**src/rtl/ch_sweep_sar_ctl.sv**
```systemverilog
// Delay-line sweep controller: per delay code, finds the comparator threshold
// crossing by MSB-first successive approximation with majority-voted strobes.
module ch_sweep_sar_ctl #(
  parameter int unsigned TH_W    = 16,
  parameter int unsigned DC_W    = 10,
  parameter int unsigned NS_W    = 4,
  parameter int unsigned TMO_CYC = 1023
) (
  input  logic            clk_i,
  input  logic            arst_i,
  input  logic            run_i,
  input  logic [DC_W-1:0] d_start_i,
  input  logic [DC_W-1:0] d_stop_i,
  input  logic [DC_W-1:0] d_step_i,
  input  logic [NS_W-1:0] n_samp_i,
  output logic            stb_req_o,
  input  logic            stb_valid_i,
  input  logic            cmp_out_i,
  output logic [TH_W-1:0] threshold_o,
  output logic            threshold_wre_o,
  input  logic            threshold_rdy_i,
  output logic [DC_W-1:0] d_code_o,
  output logic            pt_valid_o,
  input  logic            pt_ready_i,
  output logic [DC_W-1:0] pt_d_code_o,
  output logic [TH_W-1:0] pt_threshold_o,
  output logic            busy_o,
  output logic            done_o,
  output logic            timeout_o
);

  localparam int unsigned B_W = (TH_W > 1) ? $clog2(TH_W) : 1;
  localparam int unsigned T_W = $clog2(TMO_CYC + 1);

  typedef enum logic [3:0] {
    S_IDLE         = 4'd0,
    S_SET_TH       = 4'd1,
    S_WAIT_RDY_NEG = 4'd2,
    S_WAIT_TH      = 4'd3,
    S_REQ_STB      = 4'd4,
    S_WAIT_STB     = 4'd5,
    S_DECIDE       = 4'd6,
    S_EMIT         = 4'd7,
    S_DONE         = 4'd8
  } state_t;

  state_t          r_state, w_state_nxt;
  logic [DC_W-1:0] r_d_stop, w_d_stop_nxt;
  logic [DC_W-1:0] r_step, w_step_nxt;
  logic [NS_W-1:0] r_nsamp, w_nsamp_nxt;
  logic [B_W-1:0]  r_bit, w_bit_nxt;
  logic [TH_W-1:0] r_result, w_result_nxt;
  logic [NS_W-1:0] r_ones, w_ones_nxt;
  logic [NS_W-1:0] r_cnt, w_cnt_nxt;
  logic [T_W-1:0]  r_tmo, w_tmo_nxt;
  logic [TH_W-1:0] r_thr, w_thr_nxt;
  logic            r_wre, w_wre_nxt;
  logic            r_stb_req, w_stb_req_nxt;
  logic [DC_W-1:0] r_d_code, w_d_code_nxt;
  logic            r_pt_valid, w_pt_valid_nxt;
  logic [DC_W-1:0] r_pt_d_code, w_pt_d_code_nxt;
  logic [TH_W-1:0] r_pt_thr, w_pt_thr_nxt;
  logic            r_busy, w_busy_nxt;
  logic            r_done, w_done_nxt;
  logic            r_timeout, w_timeout_nxt;

  logic [TH_W-1:0] w_trial;
  logic [DC_W:0]   w_sum;
  logic            w_tmo_hit;
  logic            w_keep;
  logic [NS_W-1:0] w_cnt_inc;

  // Trial code for the bit under test, and the next delay code with carry out
  assign w_trial   = r_result | (TH_W'(1) << r_bit);
  assign w_sum     = {1'b0, r_d_code} + {1'b0, r_step};
  assign w_tmo_hit = (r_tmo == T_W'(TMO_CYC - 1));
  assign w_keep    = ({r_ones, 1'b0} > {1'b0, r_nsamp});
  assign w_cnt_inc = r_cnt + NS_W'(1);

  always_ff @(posedge clk_i or posedge arst_i) begin
    if (arst_i) begin
      r_state     <= S_IDLE;
      r_d_stop    <= '0;
      r_step      <= '0;
      r_nsamp     <= '0;
      r_bit       <= '0;
      r_result    <= '0;
      r_ones      <= '0;
      r_cnt       <= '0;
      r_tmo       <= '0;
      r_thr       <= '0;
      r_wre       <= 1'b0;
      r_stb_req   <= 1'b0;
      r_d_code    <= '0;
      r_pt_valid  <= 1'b0;
      r_pt_d_code <= '0;
      r_pt_thr    <= '0;
      r_busy      <= 1'b0;
      r_done      <= 1'b0;
      r_timeout   <= 1'b0;
    end else begin
      r_state     <= w_state_nxt;
      r_d_stop    <= w_d_stop_nxt;
      r_step      <= w_step_nxt;
      r_nsamp     <= w_nsamp_nxt;
      r_bit       <= w_bit_nxt;
      r_result    <= w_result_nxt;
      r_ones      <= w_ones_nxt;
      r_cnt       <= w_cnt_nxt;
      r_tmo       <= w_tmo_nxt;
      r_thr       <= w_thr_nxt;
      r_wre       <= w_wre_nxt;
      r_stb_req   <= w_stb_req_nxt;
      r_d_code    <= w_d_code_nxt;
      r_pt_valid  <= w_pt_valid_nxt;
      r_pt_d_code <= w_pt_d_code_nxt;
      r_pt_thr    <= w_pt_thr_nxt;
      r_busy      <= w_busy_nxt;
      r_done      <= w_done_nxt;
      r_timeout   <= w_timeout_nxt;
    end
  end

  always_comb begin
    w_state_nxt     = r_state;
    w_d_stop_nxt    = r_d_stop;
    w_step_nxt      = r_step;
    w_nsamp_nxt     = r_nsamp;
    w_bit_nxt       = r_bit;
    w_result_nxt    = r_result;
    w_ones_nxt      = r_ones;
    w_cnt_nxt       = r_cnt;
    w_tmo_nxt       = r_tmo;
    w_thr_nxt       = r_thr;
    w_wre_nxt       = 1'b0;
    w_stb_req_nxt   = 1'b0;
    w_d_code_nxt    = r_d_code;
    w_pt_valid_nxt  = r_pt_valid;
    w_pt_d_code_nxt = r_pt_d_code;
    w_pt_thr_nxt    = r_pt_thr;
    w_done_nxt      = r_done;
    w_timeout_nxt   = r_timeout;
    w_busy_nxt      = 1'b0;

    if (!run_i) begin
      // Abort: pulses and any pending point are dropped, codes hold
      w_state_nxt    = S_IDLE;
      w_pt_valid_nxt = 1'b0;
    end else begin
      case (r_state)
        S_IDLE: begin
          w_d_stop_nxt  = d_stop_i;
          w_step_nxt    = (d_step_i == '0) ? DC_W'(1) : d_step_i;
          w_nsamp_nxt   = (n_samp_i == '0) ? NS_W'(1) : n_samp_i;
          w_d_code_nxt  = d_start_i;
          w_bit_nxt     = B_W'(TH_W - 1);
          w_result_nxt  = '0;
          w_ones_nxt    = '0;
          w_cnt_nxt     = '0;
          w_timeout_nxt = 1'b0;
          w_done_nxt    = 1'b0;
          w_state_nxt   = S_SET_TH;
        end
        S_SET_TH: begin
          w_thr_nxt   = w_trial;
          w_wre_nxt   = 1'b1;
          w_state_nxt = S_WAIT_RDY_NEG;
        end
        S_WAIT_RDY_NEG: begin
          w_tmo_nxt   = '0;
          w_state_nxt = S_WAIT_TH;
        end
        S_WAIT_TH: begin
          if (threshold_rdy_i) begin
            w_stb_req_nxt = 1'b1;
            w_state_nxt   = S_REQ_STB;
          end else if (w_tmo_hit) begin
            w_timeout_nxt = 1'b1;
            w_state_nxt   = S_IDLE;
          end else begin
            w_tmo_nxt = r_tmo + T_W'(1);
          end
        end
        S_REQ_STB: begin
          w_tmo_nxt   = '0;
          w_state_nxt = S_WAIT_STB;
        end
        S_WAIT_STB: begin
          // A strobe landing on the timeout cycle still counts
          if (stb_valid_i) begin
            w_ones_nxt = r_ones + NS_W'(cmp_out_i);
            w_cnt_nxt  = w_cnt_inc;
            if (w_cnt_inc == r_nsamp) begin
              w_state_nxt = S_DECIDE;
            end else begin
              w_stb_req_nxt = 1'b1;
              w_state_nxt   = S_REQ_STB;
            end
          end else if (w_tmo_hit) begin
            w_timeout_nxt = 1'b1;
            w_state_nxt   = S_IDLE;
          end else begin
            w_tmo_nxt = r_tmo + T_W'(1);
          end
        end
        S_DECIDE: begin
          w_result_nxt = w_keep ? w_trial : r_result;
          w_ones_nxt   = '0;
          w_cnt_nxt    = '0;
          if (r_bit != '0) begin
            w_bit_nxt   = r_bit - B_W'(1);
            w_state_nxt = S_SET_TH;
          end else begin
            w_pt_valid_nxt  = 1'b1;
            w_pt_d_code_nxt = r_d_code;
            w_pt_thr_nxt    = w_keep ? w_trial : r_result;
            w_state_nxt     = S_EMIT;
          end
        end
        S_EMIT: begin
          if (pt_ready_i) begin
            w_pt_valid_nxt = 1'b0;
            if (w_sum[DC_W] || (w_sum[DC_W-1:0] > r_d_stop)) begin
              w_done_nxt  = 1'b1;
              w_state_nxt = S_DONE;
            end else begin
              w_d_code_nxt = w_sum[DC_W-1:0];
              w_result_nxt = '0;
              w_bit_nxt    = B_W'(TH_W - 1);
              w_state_nxt  = S_SET_TH;
            end
          end
        end
        S_DONE: begin
          w_state_nxt = S_DONE;
        end
        default: begin
          w_state_nxt = S_IDLE;
        end
      endcase
    end

    w_busy_nxt = (w_state_nxt != S_IDLE) && (w_state_nxt != S_DONE);
  end

  assign stb_req_o       = r_stb_req;
  assign threshold_o     = r_thr;
  assign threshold_wre_o = r_wre;
  assign d_code_o        = r_d_code;
  assign pt_valid_o      = r_pt_valid;
  assign pt_d_code_o     = r_pt_d_code;
  assign pt_threshold_o  = r_pt_thr;
  assign busy_o          = r_busy;
  assign done_o          = r_done;
  assign timeout_o       = r_timeout;

endmodule
```
**config.mk**
```make
export PLATFORM = sky130hd
export DESIGN_NAME = ch_sweep_sar_ctl
export DESIGN_NICKNAME = d
export VERILOG_FILES = /design/src/rtl/ch_sweep_sar_ctl.sv
export SDC_FILE = /design/constraint.sdc
export NUM_CORES = 1
export LEC_CHECK = 0
export ABC_CLOCK_PERIOD_IN_PS = 3700
export CORE_UTILIZATION = 51
export CTS_BUF_LIST = sky130_fd_sc_hd__clkbuf_8
export DETAILED_ROUTE_END_ITERATION = 6
export PLACE_DENSITY = 0.87
export SLEW_MARGIN = 20
export SYNTH_ARGS = -nofsm -noshare
export SYNTH_HDL_FRONTEND = slang
export SYNTH_SLANG_ARGS = --single-unit
```
**constraint.sdc**
```tcl
create_clock -name clk_i -period 3.7 [get_ports clk_i]
set_clock_uncertainty 0.05 [all_clocks]
set_input_delay 0.555 -clock clk_i [delete_from_list [all_inputs] [get_ports clk_i]]
set_output_delay 0.555 -clock clk_i [all_outputs]
set_load 0.005 [all_outputs]
```
# Yosys cells after proc, flatten, opt, wreduce, memory -nomap -nowiden
# Cells that the tools add are included.
dict set report op_classes {
  addsub 5
  magnitude_cmp 2
  eq_ne 21
  shifts 1
  mux 48
  bitwise 2
  reduce_logical 25
}
# cell count
set ops {}
lappend ops {{$mux W10} 6}
lappend ops {{$mux W16} 3}
lappend ops {{$mux W4} 12}
lappend ops {{$pmux W16 S3} 1}
lappend ops {{$pmux W4 S9} 1}
lappend ops {{$pmux W10 S3} 1}
lappend ops {{$pmux W10 S2} 1}
lappend ops {{$reduce_and A4 Y1} 5}
lappend ops {{$eq A4 B3 Y1 const B} 4}
lappend ops {{$or A16 B16 Y16} 1}
lappend ops {{$pmux W4 S2} 2}
lappend ops {{$shl A1 B4 Y16 const A} 1}
lappend ops {{$mux W1} 14}
lappend ops {{$ne A2 B2 Y1 const B} 7}
lappend ops {{$pmux W4 S3} 1}
lappend ops {{$add A10 B10 Y11} 1}
lappend ops {{$add A10 B1 Y10 const B} 1}
lappend ops {{$eq A10 B10 Y1 const B} 1}
lappend ops {{$gt A10 B10 Y1} 1}
lappend ops {{$logic_not A10 Y1} 1}
lappend ops {{$reduce_and A3 Y1} 3}
lappend ops {{$reduce_bool A3 Y1} 3}
lappend ops {{$eq A4 B2 Y1 const B} 2}
lappend ops {{$logic_not A4 Y1} 2}
lappend ops {{other kinds (22)} 29}
dict set report word_totals {
  regBits 124
  in_bits 41
  output_inout_bits 58
  word_cells 123
}

# Depth between registers and ports, before layout
# Gate-level depths: netlist (run 1).
dict set report depth {
  word_depth 9
  depth_mapped 14
  depth_no_buf 13
}

# Worst setup path after synthesis (run 1)
# Ideal clock, no wire load.
dict set report synth_path {
  path_kind {register -> register}
  start {reg r_d_code[0], in the netlist d_code_o[0]}
  end {reg r_d_code[6], in the netlist d_code_o[6]}
  setup_ps 125
  arrival_time_ps 3484
  required_time_ps 3525
  path_slack_ps 41
  stages_incl_launch_ff 14
  path_buffers 0
  synth_period_minus_slack_ps 3659
  path_cell_list {dfrtp_1 > ha_1 > fa_1 > a211oi_1 > o21bai_1 > a21oi_1 > xnor2_1 > ha_1 > a21oi_1 > o21ai_0 > or4b_4 > a211o_1 > o21ai_4 > mux2_2}
}
dict set report synth_between {
  elab_chain_len 5
  word_cells_on_any_way 8
  classes_between {add/sub (1); order compare (1); eq/ne (1); mux (3); reduce/logical (2)}
}
# item line_no
set synth_rtl {}
lappend synth_rtl {{from (decl)} 59} ;# logic [DC_W-1:0] r_d_code, w_d_code_nxt;
lappend synth_rtl {{from (signal assigned)} 114} ;# r_d_code <= w_d_code_nxt;
lappend synth_rtl {{$add A10 B10 Y11 (*)} 75} ;# assign w_sum = {1'b0, r_d_code} + {1'b0, r_step};
lappend synth_rtl {{$gt A10 B10 Y1} 223} ;# if (w_sum[DC_W] || (w_sum[DC_W-1:0] > r_d_stop)) begin
lappend synth_rtl {{$logic_or A1 B1 Y1} 223}
lappend synth_rtl {{$ne A2 B2 Y1 (no line)} --}
lappend synth_rtl {{$reduce_and A4 Y1 (no line)} --}
# Every way passes the cells marked *; elsewhere a longest branch is shown, timed or not. The select of a mux whose other input is x is not followed.
# A chain may end at the register's enable or synchronous reset.

# Worst setup path after layout (run 1)
dict set report layout_path {
  start {reg r_step[1]}
  end {reg r_d_code[3], in the netlist d_code_o[3]}
}
dict set report layout_between {
  elab_chain_len 5
  word_cells_on_any_way 8
  classes_between {add/sub (1); order compare (1); eq/ne (1); mux (3); reduce/logical (2)}
}
# item line_no
set layout_rtl {}
lappend layout_rtl {{from (decl)} 49} ;# logic [DC_W-1:0] r_step, w_step_nxt;
lappend layout_rtl {{from (signal assigned)} 104} ;# r_step <= w_step_nxt;
lappend layout_rtl {{$add A10 B10 Y11 (*)} 75}
lappend layout_rtl {{$gt A10 B10 Y1} 223}
lappend layout_rtl {{$logic_or A1 B1 Y1} 223}
lappend layout_rtl {{$ne A2 B2 Y1 (no line)} --}
lappend layout_rtl {{$reduce_and A4 Y1 (no line)} --}
# Marked as above.

==> results of run 1 <==
[critical path, delay by kind of cell, from the launching register on]
kind,cells,cell delay (ns)
and+or+nand+nor,2,0.61
DFF,1,0.44
buffers and inverters,3,0.56
AOI/OAI and AO/OA,7,1.37
xor gates and xnor gates,1,0.22
adders and majority gates,2,0.58
[layout make-up]
type                    count  share of cell area
clock buffers              20              0.0319
flip-flops and latches    124               0.359
clock inverters            12              0.0213
multi-input cells         456               0.393
well taps                 168              0.0243
inverters                  27              0.0122
repair buffers            140               0.158
[synth_stat cells, types with 2 or more instances]
library cell,instances,area share
ha_1,33,0.065
o31ai_1,3,0.0035
xnor2_1,12,0.016
o22ai_1,2,0.0020
dfrtp_1,124,0.48
inv_1,27,0.016
a21o_1,2,0.0023
a41oi_1,8,0.011
o21ai_0,32,0.025
a211oi_1,2,0.0023
and2_1,3,0.0029
mux2i_1,9,0.014
a31oi_1,11,0.011
nor4_1,2,0.0020
buf_4,5,0.0059
or3_1,4,0.0039
and3_1,8,0.0078
nor2_1,51,0.030
and4_1,2,0.0027
nor3_1,25,0.020
a2bb2oi_1,2,0.0027
nand2b_1,4,0.0039
o21bai_1,3,0.0035
a2111oi_4,2,0.0086
and2b_1,2,0.0023
o2bb2ai_1,2,0.0027
buf_2,11,0.0086
xor2_1,11,0.015
nor2b_1,5,0.0049
mux2_2,26,0.046
nand3_1,16,0.013
nand2_1,79,0.046
a21oi_1,52,0.041
clkbuf_1,15,0.0088
nor4_2,2,0.0039
o211ai_1,2,0.0023
nand4_1,7,0.0068
a21boi_0,3,0.0035
nor3_2,2,0.0031
[worst min path at each step]
stage	depth (start not counted)	to	slack, ns	from
after floorplan	2	r_step[2]	0.40	r_step[2]
after global placement	2	pt_threshold_o[2]	0.41	pt_threshold_o[2]
after detailed placement	2	r_step[6]	0.42	r_step[6]
after CTS	2	r_step[6]	0.44	r_step[6]
after global routing	2	r_tmo[2]	0.36	arst_i
final	2	stb_req_o	0.34	arst_i
[kinds of logic after synthesis]
| family | after synthesis |
|---|---|
| AOI/OAI and AO/OA | 139 |
| xor gates and xnor gates | 24 |
| adders and majority gates | 34 |
| buffers and inverters | 60 |
| DFF | 124 |
| muxes | 36 |
| and+or+nand+nor | 223 |
[metrics by stage]
| step | TNS (ns) | power [mW] | instance area, um2 | hold WS [ns] | worst slack, ns |
|---|---|---|---|---|---|
| 3_5_place_dp | -4.54 | 3.33 | 7650 | 0.424 | -0.243 |
| 5_1_grt | -6.14 | 5.48 | 8640 | 0.363 | -0.257 |
| 2_1_floorplan | 0 | 2.71 | 6400 | 0.400 | 0.0414 |
| 4_1_cts | -0.378 | 4.86 | 8250 | 0.441 | -0.0921 |
| 6_report | -3.92 | 5.23 | 8640 | 0.338 | -0.208 |
| 3_3_place_gp | -0.112 | 3.23 | 7650 | 0.415 | -0.0279 |
[sequential cells by signal (all words and copies together), names as in the netlist, 10 cells and up]
signal and cells:
pt_d_code_o 10, r_tmo 10, threshold_o 16, d_code_o 10
r_result 16, pt_threshold_o 16, r_d_stop 10, r_step 10
[cells in the final DEF (no fill, tap or decap), types with 5 or more instances in the layout]
master	count
ha_1	26
nor2_1	50
clkbuf_8	20
and3_1	8
o21ai_0	30
nor2b_1	5
inv_1	26
a31oi_1	11
xor2_1	11
mux2i_1	9
a21oi_2	6
nand4_1	7
a21oi_1	45
nor3_1	14
nand3_1	16
dfrtp_1	122
xnor2_1	11
mux2_2	25
nand2_1	79
buf_4	33
nor3_4	11
buf_6	5
ha_4	6
a41oi_1	8
clkdlybuf4s50_1	98
[power by group]
part | internal, mW | switching [mW] | total [mW]
clock network | 0.794 | 0.601 | 1.39
logic | 1.05 | 1.08 | 2.13
registers | 1.54 | 0.170 | 1.71
total | 3.38 | 1.85 | 5.23
[routing by layer]
layer	track usage	vias to the layer above
li1	-	2508
met1	0.328	2834
met2	0.444	314
met3	0.0521	84
met4	0.165	0
met5	0	-
[what timing repair did]
action | CTS | global route
buffers inserted | 4 | 10
cloned | 1 | 0
setup endpoints to repair | 32 | 32
pin swaps | 13 | 28
resized for setup | 17 | 53
==> flow_summary.json, run 1 <==
{
  "synthSimpleGateAreaFrac": 0.168,
  "wl_met2_um": 9060,
  "vdd_drop_max_mv": 0.326,
  "startpoint_type": "flip-flop",
  "power_density_nw_per_um2": 605,
  "endpoint": "d_code_o[3]",
  "cap_violations": 0,
  "insertion_delay_ns": 0.47,
  "initial_core_util": 0.528,
  "p_leak_nw": 3.79,
  "cts_max_level": 4,
  "grt_first_pass_wirelength_um": 27000,
  "postSynthAreaPerCell_um2": 10.0,
  "setup_viol": 32,
  "max_stage_delay_ns": 0.56,
  "drive_gt1_frac": 0.200,
  "drtIter0Drc": 632,
  "nNetsFinal": 841,
  "reg2reg_from": "r_step[1]",
  "min_period_over_period": 1.06,
  "period_needed_ns": 3.91,
  "synth-edff-count": 0,
  "synthCells": 640,
  "synth_top_family_by_area": "simple AND/OR/NAND/NOR gates",
  "n_antenna_cell": 0,
  "root_buffer": "clkbuf_8",
  "slew_violations": 0,
  "ys_warn_count": 0,
  "drc": 0,
  "ys_seq_elements": 124,
  "fin_util": 0.713,
  "reg2reg_depth": 15,
  "cts_buffers": 17,
  "max_slew_margin": 0.399,
  "finalHoldViolCount": 0,
  "yosys.area_share.xor_xnor": 0.0350,
  "grt_use_total": 0.269,
  "hpwl_um": 11300,
  "ant_nets": 0,
  "wl_met3_um": 1250,
  "core.rowCount": 40,
  "routedWlPerCell_um": 19.3,
  "reg2reg_slack_ns": -0.21,
  "antenna_found_initial": 0,
  "syn_area_um2": 6400,
  "dr.max_layer_used": "met4",
  "path_class": "reg2reg",
  "cts_tree": "yes",
  "failed_checks": "setup timing",
  "synth_fa_ha_area_frac": 0.0676,
  "grt_max_degree": 50,
  "critPathSlowestCell": "or4b_4",
  "worstHoldPathType": "in2async",
  "firstDrtPassIters": 5,
  "nFillCells": 815,
  "fmaxAchievable_mhz": 256,
  "synth_fp_nets": 715,
  "multi_input_area_um2": 3400,
  "rsz0062_at_grt": "yes",
  "crit_fanout": 8,
  "gr-total-overflow": 0,
  "vias": 5740,
  "synth_compound_area_frac": 0.141,
  "synthDistinctLibCells": 68,
  "synthMuxAreaShare": 0.0616,
  "wl_um": 18300,
  "io_pins": 99,
  "register_area_um2": 3110,
  "arrival_ns": 4.24,
  "startpoint": "r_step[1]",
  "cts.clk_slew.worst_paths_ns": 0.08,
  "synth-async-reset-ratio": 1.00,
  "cp.required_ns": 4.04,
  "setup_ws_ns": -0.208,
  "status": "complete, but fails checks",
  "place_inst": 899,
  "ys_seq_area_frac": 0.485,
  "die_y_um": 114,
  "die_w_um": 114,
  "grt_pass1_vias": 5511,
  "tightest_slew_ns": 0.894,
  "stdcell_count": 947,
  "critPathCaptureType": "flip-flop",
  "dieArea_um2": 13000,
  "clockBufferDepth": 2,
  "r2r_end": "d_code_o[3]",
  "core_area_um2": 12100,
  "cp_cell_sequence": "ha_4, a21oi_4, o211ai_1, buf_4, o41ai_4, xnor2_1, ha_1, a21oi_2, o21ai_2, or4b_4, a2111oi_4, buf_6, buf_12, nor3_1, a21oi_1",
  "viasPerCell": 6.06,
  "cts_sinks": 124,
  "area_growth_pct": 35.0,
  "globalplace.congestion": 0.940,
  "ys.flop_type": "dfrtp_1",
  "cts-hold-fix-buffers": 0,
  "portBuffers": 98,
  "wl_met1_um": 7140
}
No activity file was read; power rests on OpenSTA's default activity.
==> run 2: changes to the inputs <==
CORE_ASPECT_RATIO = 1.1   (was not set)
==> flow_summary.json, run 2 (same netlist as run 1, synthesis figures left out) <==
{
  "status": "complete, but fails checks",
  "failed_checks": "setup timing",
  "drc": 0,
  "root_buffer": "clkbuf_8",
  "die_y_um": 119,
  "grt_use_total": 0.267,
  "globalplace.congestion": 0.891,
  "initial_core_util": 0.527,
  "pre_cts_ws_ns": -0.231,
  "cp.required_ns": 3.98,
  "layout_common_cells": "123 x dfrtp_1, 98 x clkdlybuf4s50_1, 79 x nand2_1",
  "cts_sinks": 124,
  "dr.max_layer_used": "met4",
  "viasPerCell": 5.97,
  "firstDrtPassIters": 5,
  "grt_pass1_vias": 5533,
  "rsz0062_at_grt": "yes",
  "min_period_over_period": 1.09,
  "cap_violations": 0,
  "vias": 5584,
  "grt_first_pass_wirelength_um": 26800,
  "power_density_nw_per_um2": 592,
  "cts.clk_slew.worst_paths_ns": 0.07,
  "core.rowCount": 42,
  "wl_um": 17200,
  "insertion_delay_ns": 0.44,
  "reg2reg_slack_ns": -0.32,
  "critPathCaptureType": "flip-flop",
  "core_area_um2": 12100,
  "gr-total-overflow": 0,
  "path_class": "reg2reg",
  "io_pins": 99,
  "setup_ws_ns": -0.322,
  "hpwl_um": 11200,
  "final_common_cell": "dfrtp_1",
  "crit_fanout": 4,
  "worstHoldPathType": "reg2reg",
  "setup_viol": 31,
  "drtIter0Drc": 600,
  "cts_max_level": 4,
  "n_antenna_cell": 0,
  "startpoint_type": "flip-flop",
  "antenna_found_initial": 0,
  "drive_gt1_frac": 0.175,
  "finalHoldViolCount": 0,
  "cts_buffers": 17,
  "vdd_drop_max_mv": 0.297,
  "tightest_slew_ns": 0.819,
  "ant_nets": 0,
  "nFillCells": 855,
  "wl_met2_um": 8600,
  "cp_cell_sequence": "ha_1, a21oi_2, o211ai_1, buf_4, o41ai_4, xnor2_2, ha_1, a21oi_2, o21ai_2, or4b_4, a211o_1, o21ai_4, buf_4, mux2_4",
  "arrival_ns": 4.30,
  "critPathSlowestCell": "or4b_4",
  "grt_max_degree": 125,
  "max_stage_delay_ns": 0.53,
  "slew_violations": 0,
  "clockBufferDepth": 2,
  "whs_ns": 0.433,
  "multi_input_area_um2": 3210,
  "routedWlPerCell_um": 18.4,
  "die_w_um": 109,
  "p_leak_nw": 3.77,
  "period_needed_ns": 4.02,
  "wl_met1_um": 6750,
  "register_area_um2": 3100,
  "max_slew_margin": 0.450,
  "portBuffers": 98,
  "fmaxAchievable_mhz": 249,
  "power.total_mw": 4.93,
  "cts_tree": "yes",
  "wl_met3_um": 1150,
  "area_growth_pct": 30.0,
  "dieArea_um2": 13000,
  "nNetsFinal": 846
}
-- run 2: changes by cell type in the layout (fill, tap and decap cells not counted), moves of 4 or more --
cell     previous run  this run
a21oi_1            45        50
nor3_1             14        25
a21oi_2             6         2
buf_4              33        42
nor3_4             11         1
-- run 2: worst paths after layout --
path                                   start                 to  depth (start not counted)
min                        pt_threshold_o[2]  pt_threshold_o[2]                          2
max                                r_step[1]        d_code_o[5]                         14
max in group asynchronous             arst_i        d_code_o[2]                          3
min reg2reg                pt_threshold_o[2]  pt_threshold_o[2]                          2
max reg2reg                        r_step[1]        d_code_o[5]                         14
min in group asynchronous             arst_i  pt_threshold_o[6]                          3
-- run 2: critical path: cells and delay by family (launching register included) --
family / cells / cell delay, ns
adders and majority gates: 2 / 0.61
and+or+nand+nor: 1 / 0.53
xor gates and xnor gates: 1 / 0.16
DFF: 1 / 0.39
muxes: 1 / 0.29
AOI/OAI and AO/OA: 7 / 1.50
buffers and inverters: 2 / 0.35
-- run 2: power by group --
group	total [mW]	switching [mW]	internal (mW)
Clock	1.09	0.526	0.565
Sequential	1.69	0.150	1.54
Combinational	2.15	1.08	1.07
-- run 2: layout make-up --
type                            count  area share
Clock inverter                     10     0.00932
Inverter                           27      0.0126
Clock buffer                       20      0.0331
Sequential cell                   124       0.373
Multi-Input combinational cell    456       0.385
Tap cell                          154      0.0232
Timing Repair Buffer              145       0.164
-- run 2: what timing repair did --
action | 4_1_cts | 5_1_grt
hold buffers | 0 | 0
hold endpoints to repair | 0 | 0
gates cloned | 1 | 0
gates resized for setup | 24 | 9
buffers inserted | 13 | 8
setup endpoints to repair | 28 | 32
pin swaps | 21 | 14
-- run 2: per-layer routing --
metal,track usage,up-vias
met5,0,-
met4,0.125,0
met3,0.0478,75
met2,0.447,303
met1,0.333,2693
li1,-,2513
-- run 2: metrics by stage --
step	setup TNS, ns	std cells	area, um2	utilization
finish	-6.56	936	8320	0.686
global route	-8.86	936	8320	0.686
CTS	-0.720	930	8230	0.678
detailed placement	-3.57	886	7640	0.630
global placement	-0.558	886	7640	0.630
floorplan	0	640	6400	-
==> run 3: changes to the inputs <==
GPL_TIMING_DRIVEN = 0   (was not set)
==> flow_summary.json, run 3 (same netlist as run 1, synthesis figures left out) <==
{
  "layout_common_cells": "118 x dfrtp_1, 97 x clkdlybuf4s50_1, 79 x nand2_1",
  "fin_util": 0.698,
  "area_growth_pct": 32.4,
  "critPathSlowestCell": "or4b_4",
  "vdd_drop_max_mv": 0.369,
  "grt_use_total": 0.284,
  "hpwl_um": 11800,
  "critPathTopFamily": "compound AO/OA/AOI/OAI gates",
  "final_common_cell": "dfrtp_1",
  "die_w_um": 109,
  "grt_use_met2": 0.466,
  "path_class": "reg2reg",
  "grt_max_degree": 36,
  "use_met1": 0.346,
  "routedWlPerCell_um": 19.5,
  "core.rowCount": 42,
  "power.total_mw": 5.09,
  "reg2reg_depth": 15,
  "rsz0062_at_grt": "yes",
  "min_to": "pt_threshold_o[2]",
  "nFillCells": 808,
  "reg2reg_slack_ns": -0.15,
  "crit_fanout": 6,
  "n_antenna_cell": 0,
  "firstDrtPassIters": 5,
  "critPathCaptureType": "flip-flop",
  "tightest_slew_ns": 0.859,
  "setup_viol": 30,
  "cts_sinks": 124,
  "io_pins": 99,
  "r2r_end": "d_code_o[2]",
  "clockBufferDepth": 2,
  "initial_core_util": 0.527,
  "finalHoldViolCount": 0,
  "status": "complete, but fails checks",
  "globalplace.congestion": 0.959,
  "hold-path-cell-count": 2,
  "place_inst": 894,
  "arrival_ns": 4.18,
  "p_leak_nw": 3.79,
  "path_buf_inv": 2,
  "power_density_nw_per_um2": 600,
  "portBuffers": 97,
  "cap_violations": 0,
  "failed_checks": "setup timing",
  "cp_cell_sequence": "ha_4, fa_2, a211oi_4, o21bai_1, a21oi_1, xnor2_1, ha_2, a21oi_2, o21ai_2, or4b_4, a211o_1, o21ai_4, buf_12, buf_6, mux2i_1",
  "ant_nets": 0,
  "core_area_um2": 12100,
  "max_slew_margin": 0.423,
  "antenna_found_initial": 0,
  "viasPerCell": 6.06,
  "cts_buffers": 17,
  "use_met3": 0.0619,
  "vias": 5736,
  "min_period_over_period": 1.04,
  "hold_path_startpoint": "pt_threshold_o[2]",
  "die_y_um": 119,
  "drtIter0Drc": 697,
  "root_buffer": "clkbuf_8",
  "wl_um": 18400,
  "worstHoldPathType": "reg2reg",
  "drive_gt1_frac": 0.184,
  "busiest_layer": "met2",
  "fmaxAchievable_mhz": 260,
  "nNetsFinal": 855,
  "stdcell_count": 947,
  "cp.required_ns": 4.03,
  "grt_first_pass_wirelength_um": 28000,
  "cts_tree": "yes",
  "grt_pass1_vias": 5696,
  "slew_violations": 0,
  "setup_ws_ns": -0.150,
  "period_needed_ns": 3.85,
  "drc": 0,
  "gr-total-overflow": 0,
  "cts_max_level": 4,
  "cts.clk_slew.worst_paths_ns": 0.08,
  "reg2reg_from": "r_step[0]",
  "dieArea_um2": 13000,
  "insertion_delay_ns": 0.46,
  "pre_cts_ws_ns": -0.387,
  "startpoint_type": "flip-flop",
  "max_stage_delay_ns": 0.55
}
run 3: per-layer routing:
layer  wire length (um)  share of wire
met2               9150           0.50
met5                  0              0
met3               1390          0.075
met1               7050           0.38
met4                862          0.047
run 3: repair_timing:
| item | 4_1_cts | 5_1_grt |
|---|---|---|
| gates resized for setup | 31 | 20 |
| hold buffers | 0 | 0 |
| cloned | 1 | 1 |
| buffers inserted | 13 | 6 |
| pin swaps | 19 | 15 |
| setup endpoints to repair | 32 | 32 |
| hold endpoints to repair | 0 | 0 |
run 3: how the worst max path moves through the flow:
stage / depth (start not counted) / endpoint / startpoint
CTS: 14 / d_code_o[7] / d_code_o[0]
detailed placement: 13 / d_code_o[7] / d_code_o[0]
floorplan: 13 / d_code_o[6] / d_code_o[0]
finish: 15 / d_code_o[2] / r_step[0]
global route: 15 / d_code_o[0] / d_code_o[2]
global placement: 13 / d_code_o[6] / d_code_o[0]
run 3: power breakdown:
part | switching, mW | leakage (nW) | total [mW] | internal (mW)
sequential | 0.168 | 1.59 | 1.71 | 1.54
combinational | 1.07 | 1.98 | 2.08 | 1.01
clock | 0.562 | 0.219 | 1.30 | 0.733
total | 1.80 | 3.79 | 5.09 | 3.29
run 3: worst min-delay path: stages (launching register included):
cell and delay [ns]:
dfrtp_1 0.35, nand2_1 0.05, o21ai_0 0.06
run 3: stage by stage:
stage	hold slack, ns	cell area (um2)	setup TNS [ns]
detailed placement	0.423	7630	-7.21
floorplan	0.400	6400	0
CTS	0.439	8340	-1.21
finish	0.451	8470	-1.88
global placement	0.420	7570	-4.47
global route	0.483	8470	-3.27
run 3: cell type report:
| cell class | count | area [um2] | area share |
|---|---|---|---|
| plain buffers | 33 | 170 | 0.0201 |
| clock buffers | 21 | 289 | 0.0341 |
| clock inverters | 11 | 141 | 0.0167 |
| inverters | 27 | 105 | 0.0124 |
| multi-input cells | 456 | 3250 | 0.384 |
| flip-flops and latches | 124 | 3110 | 0.367 |
| well taps | 154 | 193 | 0.0227 |
| repair buffers | 121 | 1210 | 0.143 |
